--- src/rtl/psram_line_master.sv ---
// Client-side initiator for the CellularRAM controller app_* interface: one command
// at a time, either a burst read (1..BUF_DEPTH words) into a line buffer or a single-word write.
module psram_line_master #(
  parameter int BUF_DEPTH = 128,
  parameter int TIMEOUT   = 1023
) (
  input  logic        clk_100,
  input  logic        reset_n,
  input  logic        app_ctrlr_good,
  input  logic        app_op_begun,
  input  logic        app_data_ok,
  input  logic        op_finished,
  input  logic [15:0] app_data_out,
  output logic [22:0] app_addr,
  output logic [15:0] app_data_in,
  output logic        app_rd,
  output logic        app_wr,
  output logic        app_ub,
  output logic        app_lb,
  output logic        app_burst_op,
  input  logic        cmd_valid,
  output logic        cmd_ready,
  input  logic        cmd_rd,
  input  logic [22:0] cmd_addr,
  input  logic [7:0]  cmd_len,
  input  logic [15:0] cmd_wdata,
  input  logic        cmd_ub,
  input  logic        cmd_lb,
  input  logic [6:0]  buf_idx,
  output logic [15:0] buf_word,
  output logic [7:0]  rd_count,
  output logic        done,
  output logic        err,
  output logic [2:0]  dbg_state
);

  localparam int          AW       = $clog2(BUF_DEPTH);
  localparam int          TW       = $clog2(TIMEOUT + 1);
  localparam logic [7:0]  DEPTH8   = 8'(BUF_DEPTH);
  localparam logic [TW-1:0] TMO_LAST = TW'(TIMEOUT - 1);

  typedef enum logic [2:0] {
    S_WAIT_GOOD = 3'd0,
    S_IDLE      = 3'd1,
    S_REQ       = 3'd2,
    S_DATA      = 3'd3,
    S_FIN       = 3'd4,
    S_DONE      = 3'd5
  } state_e;

  state_e        state_q;
  logic [22:0]   app_addr_q;
  logic [15:0]   app_data_in_q;
  logic          app_rd_q, app_wr_q, app_ub_q, app_lb_q, app_burst_op_q;
  logic          cmd_ready_q, done_q, err_q, rd_q, phase_q;
  logic [7:0]    len_q, wptr_q, rd_count_q;
  logic [TW-1:0] tmo_q;
  logic [15:0]   buf_word_q;
  logic [15:0]   mem [BUF_DEPTH];

  logic [7:0]    len_eff;
  logic          cap_en, cap_last, tmo_hit;

  always_comb begin
    len_eff = cmd_len;
    if (cmd_len == 8'd0)        len_eff = 8'd1;
    else if (cmd_len > DEPTH8)  len_eff = DEPTH8;
  end

  // A memory word arrives as two app_data_ok cycles; only the first one is captured.
  assign cap_en   = (state_q == S_DATA) && app_data_ok && !phase_q && (wptr_q < DEPTH8);
  assign cap_last = cap_en && (wptr_q == len_q - 8'd1);
  assign tmo_hit  = (tmo_q == TMO_LAST);

  // Client handshake: a command transfers on a clk_100 edge where cmd_valid && cmd_ready;
  // cmd_ready is registered, is 1 only in IDLE, and drops the cycle after a transfer.
  always_ff @(posedge clk_100 or negedge reset_n) begin
    if (!reset_n) begin
      state_q        <= S_WAIT_GOOD;
      app_addr_q     <= '0;
      app_data_in_q  <= '0;
      app_rd_q       <= 1'b0;
      app_wr_q       <= 1'b0;
      app_ub_q       <= 1'b0;
      app_lb_q       <= 1'b0;
      app_burst_op_q <= 1'b0;
      cmd_ready_q    <= 1'b0;
      done_q         <= 1'b0;
      err_q          <= 1'b0;
      rd_q           <= 1'b0;
      phase_q        <= 1'b0;
      len_q          <= '0;
      wptr_q         <= '0;
      rd_count_q     <= '0;
      tmo_q          <= '0;
    end else begin
      done_q <= 1'b0;
      case (state_q)
        S_WAIT_GOOD: begin
          if (app_ctrlr_good) begin
            state_q     <= S_IDLE;
            cmd_ready_q <= 1'b1;
          end
        end
        S_IDLE: begin
          if (cmd_valid) begin
            state_q       <= S_REQ;
            cmd_ready_q   <= 1'b0;
            err_q         <= 1'b0;
            rd_q          <= cmd_rd;
            app_rd_q      <= cmd_rd;
            app_wr_q      <= !cmd_rd;
            app_ub_q      <= cmd_rd | cmd_ub;
            app_lb_q      <= cmd_rd | cmd_lb;
            app_addr_q    <= cmd_addr;
            app_data_in_q <= cmd_wdata;
            len_q         <= len_eff;
            wptr_q        <= '0;
          end else if (!app_ctrlr_good) begin
            state_q     <= S_WAIT_GOOD;
            cmd_ready_q <= 1'b0;
          end
        end
        S_REQ: begin
          if (app_op_begun) begin
            app_rd_q       <= 1'b0;
            app_wr_q       <= 1'b0;
            app_burst_op_q <= rd_q && (len_q > 8'd1);
            tmo_q          <= '0;
            phase_q        <= 1'b0;
            state_q        <= rd_q ? S_DATA : S_FIN;
          end
        end
        S_DATA, S_FIN: begin
          tmo_q <= tmo_q + TW'(1);
          if (state_q == S_DATA) begin
            if (app_data_ok) phase_q <= !phase_q;
            if (cap_en)      wptr_q  <= wptr_q + 8'd1;
            if (cap_last)    app_burst_op_q <= 1'b0;
          end
          if (op_finished) begin
            done_q         <= 1'b1;
            rd_count_q     <= wptr_q + {7'd0, cap_en};
            app_burst_op_q <= 1'b0;
            state_q        <= S_DONE;
          end else if (tmo_hit) begin
            // Abort: the controller never closed the operation.
            err_q          <= 1'b1;
            done_q         <= 1'b1;
            rd_count_q     <= wptr_q + {7'd0, cap_en};
            app_burst_op_q <= 1'b0;
            cmd_ready_q    <= app_ctrlr_good;
            state_q        <= app_ctrlr_good ? S_IDLE : S_WAIT_GOOD;
          end
        end
        S_DONE: begin
          cmd_ready_q <= app_ctrlr_good;
          state_q     <= app_ctrlr_good ? S_IDLE : S_WAIT_GOOD;
        end
        default: begin
          state_q     <= S_WAIT_GOOD;
          cmd_ready_q <= 1'b0;
        end
      endcase
    end
  end

  // Line buffer storage has no reset; reads return pre-write data on a same-index collision.
  always_ff @(posedge clk_100) begin
    if (cap_en) mem[wptr_q[AW-1:0]] <= app_data_out;
  end

  always_ff @(posedge clk_100 or negedge reset_n) begin
    if (!reset_n) buf_word_q <= '0;
    else          buf_word_q <= mem[buf_idx];
  end

  assign app_addr     = app_addr_q;
  assign app_data_in  = app_data_in_q;
  assign app_rd       = app_rd_q;
  assign app_wr       = app_wr_q;
  assign app_ub       = app_ub_q;
  assign app_lb       = app_lb_q;
  assign app_burst_op = app_burst_op_q;
  assign cmd_ready    = cmd_ready_q;
  assign buf_word     = buf_word_q;
  assign rd_count     = rd_count_q;
  assign done         = done_q;
  assign err          = err_q;
  assign dbg_state    = state_q;

endmodule

--- config.mk ---
export PLATFORM = sky130hd
export DESIGN_NAME = psram_line_master
export DESIGN_NICKNAME = d
export VERILOG_FILES = /design/src/rtl/psram_line_master.sv
export SDC_FILE = /design/constraint.sdc
export NUM_CORES = 2
export LEC_CHECK = 0
export BUFFER_PORTS_ARGS = -buffer_cell sky130_fd_sc_hd__buf_2
export CAP_MARGIN = 20
export CORE_MARGIN = 3
export CORE_UTILIZATION = 60
export DETAILED_ROUTE_END_ITERATION = 16
export PLACE_DENSITY_LB_ADDON = 0.3
export SYNTH_ARGS = -nofsm -noshare
export SYNTH_HDL_FRONTEND = slang
export SYNTH_SLANG_ARGS = --single-unit
--- constraint.sdc ---
create_clock -name clk_100 -period 3.3 [get_ports clk_100]
set_input_delay 0 -clock clk_100 [delete_from_list [all_inputs] [get_ports clk_100]]
set_output_delay 0 -clock clk_100 [all_outputs]
set_load 0.02 [all_outputs]
=== Yosys cells after proc, flatten, opt, wreduce, memory -nomap -nowiden ===
Memories as Yosys holds them, arrays and structs flattened. A register that Yosys moved wholly into a read port is not among the register bits.
Index checks and enable logic that the tools add are counted.

* Bits in writable memories: 2,048
* Word-level logic and storage cells: 120
* Flip-flop bits (word level): 86
* Memories kept: 1

{| class="wikitable"
|+ Memories
! memory !! depth !! bits a word !! read ports !! clocked after memory_dff !! wr ports !! RTL line !! source
|-
| mem || 128 || 16 || 1 || 1 || 1 || 59 || <nowiki>logic [15:0] mem [BUF_DEPTH];</nowiki>
|}

* Reduce and logical (&&, ||, !) cells: 25
* Muxes and demuxes: 48
* Equal/unequal tests: 19
* Bitwise gates (word level): 3
* $lt $le $gt $ge: 3
* Add/subtract/negate cells: 4

{| class="wikitable"
|+ Operators with widths
! kind !! number
|-
| $mux 8 || 7
|-
| $mux 1 || 24
|-
| $mux 3 || 7
|-
| $pmux 10 s2 || 1
|-
| $reduce_and 4->1 || 5
|-
| $ne 2x2->1 const B || 8
|-
| $pmux 8 s2 || 1
|-
| $pmux 3 s5 || 1
|-
| $add 10x1->10 const B || 1
|-
| $eq 10x10->1 const B || 1
|-
| $mux 10 || 1
|-
| $pmux 1 s2 || 5
|-
| $add 8x1->8 || 1
|-
| $add 8x1->8 const B || 1
|-
| $eq 8x8->1 || 1
|-
| $gt 8x1->1 const B || 1
|-
| $gt 8x8->1 const B || 1
|-
| $logic_not 8->1 || 1
|-
| $lt 8x8->1 const B || 1
|-
| $ne 4x4->1 const B || 2
|-
| $reduce_bool 2->1 || 4
|-
| $sub 8x1->8 const B || 1
|-
| $eq 3x2->1 const B || 2
|-
| $eq 3x3->1 const B || 2
|-
| 12 further kinds || 22
|}

=== Longest topological paths before layout ===
* Depth in word-level cells: 10
* Gate-level depth with buffers: 9
* Gate-level depth less buffers: 8

=== Least setup slack after synthesis ===
Ideal clock, no wire load.

* Kind: flip-flop to flip-flop
* Start: register state_q[1] (netlist: dbg_state[1])
* End: memory mem[99][0], enable pin
* Slack: 452 ps
* Clock period less this slack: 2,848 ps
* Setup time: 389 ps
* Arrival time: 2,459 ps
* Stages on the path, launching flop included: 7
* Path through: dfrtp_1 -> buf_2 -> nand3b_1 -> nor4_1 -> nand3_1 -> clkbuf_1 -> nor2_1

* Longest elaborated chain between the ends: 6

{| class="wikitable"
|+ RTL lines
! element !! RTL line !! source
|-
| start, declared || 51 || <nowiki>state_e state_q;</nowiki>
|-
| start signal, assigned || 131 || <nowiki>state_q <= rd_q ? S_DATA : S_FIN;</nowiki>
|-
| start signal, assigned || 153 || <nowiki>state_q <= app_ctrlr_good ? S_IDLE : S_WAIT_GOOD;</nowiki>
|-
| start signal, assigned || 158 || <nowiki>state_q <= app_ctrlr_good ? S_IDLE : S_WAIT_GOOD;</nowiki>
|-
| $eq 3x2->1 || 71 || <nowiki>assign cap_en = (state_q == S_DATA) && app_data_ok && !phase_q && (wptr_q < DEPTH8);</nowiki>
|-
| $logic_and 1x1->1 (3 in a row) || 71 ||
|-
| $mux 1 || 170 || <nowiki>if (cap_en) mem[wptr_q[AW-1:0]] <= app_data_out;</nowiki>
|-
| $mux 1 (implied by the code) || 170 ||
|-
| end, declared || 59 ||
|}

No other way between the ends.

=== Final worst setup path ===
* Start: register state_q[0] (netlist: dbg_state[0])
* End: register state_q[2] (netlist: dbg_state[2])

* Longest elaborated chain between the ends: 4

{| class="wikitable"
|+ RTL lines
! element !! RTL line !! source
|-
| $eq 3x2->1 / $eq 3x3->1 (equally long branches) || 98 || <nowiki>case (state_q)</nowiki>
|-
| $reduce_or 2->1 || 98 ||
|-
| $ne 3x3->1 (no line) || -- ||
|-
| $reduce_and 4->1 (no line) || -- ||
|}

Parallel ways exist; a longest one is shown, timed or not.
A chain may end at the register's enable or synchronous reset.

==> reports/qor.yml <==
synthTopCellsByArea: "edfxtp_1 75%, mux4_2 14%, dfrtp_1 3.1%"
dr.pass1.iters: 5
syn_nets: 3909
critPathMaxFanout: 17
final.fill_count: 7670
drv_cap: 0
status: "complete, no violations"
totalWireLength_um: 207000
critPathKind: "reg -> reg"
grt_pass1_wl_um: 303000
post-synth-top-area-cell: "edfxtp_1"
vdd_drop_max_mv: 0.823
leakage_nw: 31.3
dr.first_iter.drc_count: 6239
drc: 0
seqCellArea_um2: 64100
finalCriticalPeriod_ns: 3.21
synth_ff_type: "edfxtp_1"
synth_cells: 3822
die_w_um: 376
timing.fmax_mhz: 311
syn_area_um2: 82200
r2r_slack_ns: 0.09
crit_path_start: "dbg_state[0]$_DFFE_PN0P_"
setup_viol: 0
cp_slowest_stage_delay_ns: 0.58
r2r_end: "dbg_state[2]$_DFFE_PN0P_"
cts_tree: "yes"
ctsRootBufferMaster: "clkbuf_16"
synth_cell_type_count: 53
clk_latency_ns: 0.85
post_dp_cell_area_um2: 86900
slew_violations: 0
cp_slowest_cell: "dlygate4sd3_1"
cts_max_level: 4
ys_ff_latch: 2150
fp.coreArea_um2: 136000
avgViaCountPerCell: 6.71
cts.sinks: 2150
gp_congestion: 0.834
std_cell_rows: 135
critPathTopFamily: "buffers and inverters"
tns_ns: 0
worstSetupStartpointType: "flop"
fin_nets: 4496
cp_data_arrival_time_ns: 3.97
worstSetupEndpointType: "flop"
syn_to_final_growth_pct: 15.8
cts_buffers: 201
hold_class: "in -> reg"
cp_num_buf_inv: 3
seq_area_frac_synth_pct: 78.0
initial_core_util_pct: 60.6
drive_gt1_share_pct: 27.4
fp.dieH_um: 376
synth_top_area_share_pct: 74.9
multi_input_area_um2: 17200
skew_ns: 0.0438
timing.rr.start: "dbg_state[0]$_DFFE_PN0P_"
antenna_found_initial: 8
final_hold_viol_count: 0
grt_pass1_vias: 42900
synth-edff-count: 2048
async_flop_share_pct: 4.74
max_slew_margin_pct: 21.4
design_area_um2: 95100
crit_end: "dbg_state[2]$_DFFE_PN0P_"
port_buffers: 153
path_cells: "buf_4, or3b_2, and2_0, o31ai_2, a32oi_1, dlygate4sd3_1, o21ai_0, dlygate4sd3_1"
postSynthAreaPerCell_um2: 21.5
wl_per_cell_um: 32.5
vias: 42700
reg2reg_depth: 8
required_ns: 4.06
clkTransAtPathRegs_ns: 0.07
dieArea_um2: 141000
grt_usage_pct: 29.9
post-dp-hpwl_um: 118000
worstMarginPinSlew_ns: 1.17
ant_nets: 0
fin_crit_sh_pct: 97.4
post_cts_buffers: 0
crit_cells: 8
cts_max_path_buffers: 3
crit_top_cell: "dlygate4sd3_1"
grt_start_max_net_pins: 90
powerDensity_nw_per_um2: 618
grt-ovfl-total: 0
yosysWarnings: 0
ios: 154
worst min-delay path: stages:
cell	delay (ns)
dlygate4sd3_1	0.55
buf_2	0.15
o21ai_0	0.09
o2bb2ai_1	0.11
layout by cell type (no fill, tap or decap), types with 129 or more instances in the layout:
cell type / synthesis / layout
nor2_1: 184 / 176
buf_4: 9 / 267
mux2i_1: 129 / 129
mux4_2: 512 / 512
dlygate4sd3_1: 0 / 158
buf_2: 68 / 134
o22ai_1: 129 / 129
nand2_1: 183 / 183
clkbuf_16: 0 / 205
edfxtp_1: 2048 / 2048
cell families (layout without fill, tap and decap cells):
family / Yosys count / count (layout) / synth area share (%)
flops: 2150 / 2150 / 78.0
compound gates: 278 / 278 / 2.25
fa+ha+maj: 7 / 7 / 0.107
simple gates: 499 / 499 / 2.62
buf+inv: 219 / 977 / 1.15
mux: 645 / 645 / 15.7
xor+xnor: 24 / 24 / 0.256
other cells: 0 / 5 / 0
state kept, by name, indices dropped and copies added, names as in the netlist, 3 cells and up:
signal / cells
app_addr: 23
app_data_in: 16
buf_word: 16
dbg_state: 3
len_q: 8
mem: 2048
rd_count: 8
tmo_q: 10
wptr_q: 8
how the worst min path moves through the flow:
stage | from | endpoint | slack [ns] | depth (start not counted)
after floorplan | reset_n | app_addr[0]$_DFFE_PN0P_ | -0.30 | 0
after global placement | reset_n | app_addr[3]$_DFFE_PN0P_ | 0.12 | 1
after detailed placement | reset_n | app_addr[3]$_DFFE_PN0P_ | 0.12 | 1
after CTS | cmd_ub | app_ub$_DFFE_PN0P_ | 0.03 | 4
after global routing | cmd_len[7] | len_q[6]$_DFFE_PN0P_ | 0.10 | 4
final | app_data_ok | phase_q$_DFFE_PN0P_ | 0.12 | 4
Yosys cell counts (15+ instances only):
master	number
mux2i_1	129
mux4_2	512
buf_2	68
nand2_1	183
nor4_1	18
nor3_1	41
buf_1	37
dfrtp_1	102
a21oi_1	19
o21ai_0	18
a31oi_1	18
nor2_1	184
xor2_1	17
o22ai_1	129
edfxtp_1	2048
clkbuf_1	99
a22oi_1	65
a22o_1	15
nand3_1	22
routing by layer:
layer	part of all wire [%]	vias up	GRT usage (%)
met4	3.3	4	9.34
met5	0.010	-	0
met2	48	2859	46.3
met3	12	381	6.60
met1	37	22300	43.6
li1	-	17100	-
report_power, final:
group          internal [W]  switching, W
clock network        0.0132       0.00990
logic               0.00181       0.00311
registers            0.0303      0.000461
cell type report:
class | count | area share, %
repair buffers | 597 | 5.25
flip-flops and latches | 2150 | 67.3
multi-input cells | 1453 | 18.1
diodes | 5 | 0.0132
clock inverters | 120 | 1.28
well taps | 1781 | 2.34
clock buffers | 254 | 5.64
inverters | 6 | 0.0237
repair_timing:
item,in CTS,in global routing
hold buffers,159,0
setup endpoints to repair,0,2
gates resized for setup,0,2
endpoints found under the hold margin,1456,0
through the flow:
| stage | instances | power [W] | hold WS, ns | setup WS [ns] | util, % |
|---|---|---|---|---|---|
| after floorplan | 3822 | 0.0337 | -0.296 | 0.452 | - |
| final | 6366 | 0.0588 | 0.118 | 0.0858 | 70.1 |
| after CTS | 6359 | 0.0587 | 0.0295 | 0.179 | 70.1 |
| after global placement | 5826 | 0.0356 | 0.117 | 0.167 | 64.1 |
| after detailed placement | 5826 | 0.0357 | 0.124 | 0.177 | 64.1 |
| after global routing | 6361 | 0.0603 | 0.103 | -0.0101 | 70.1 |
(Power assumes the default switching activity.)
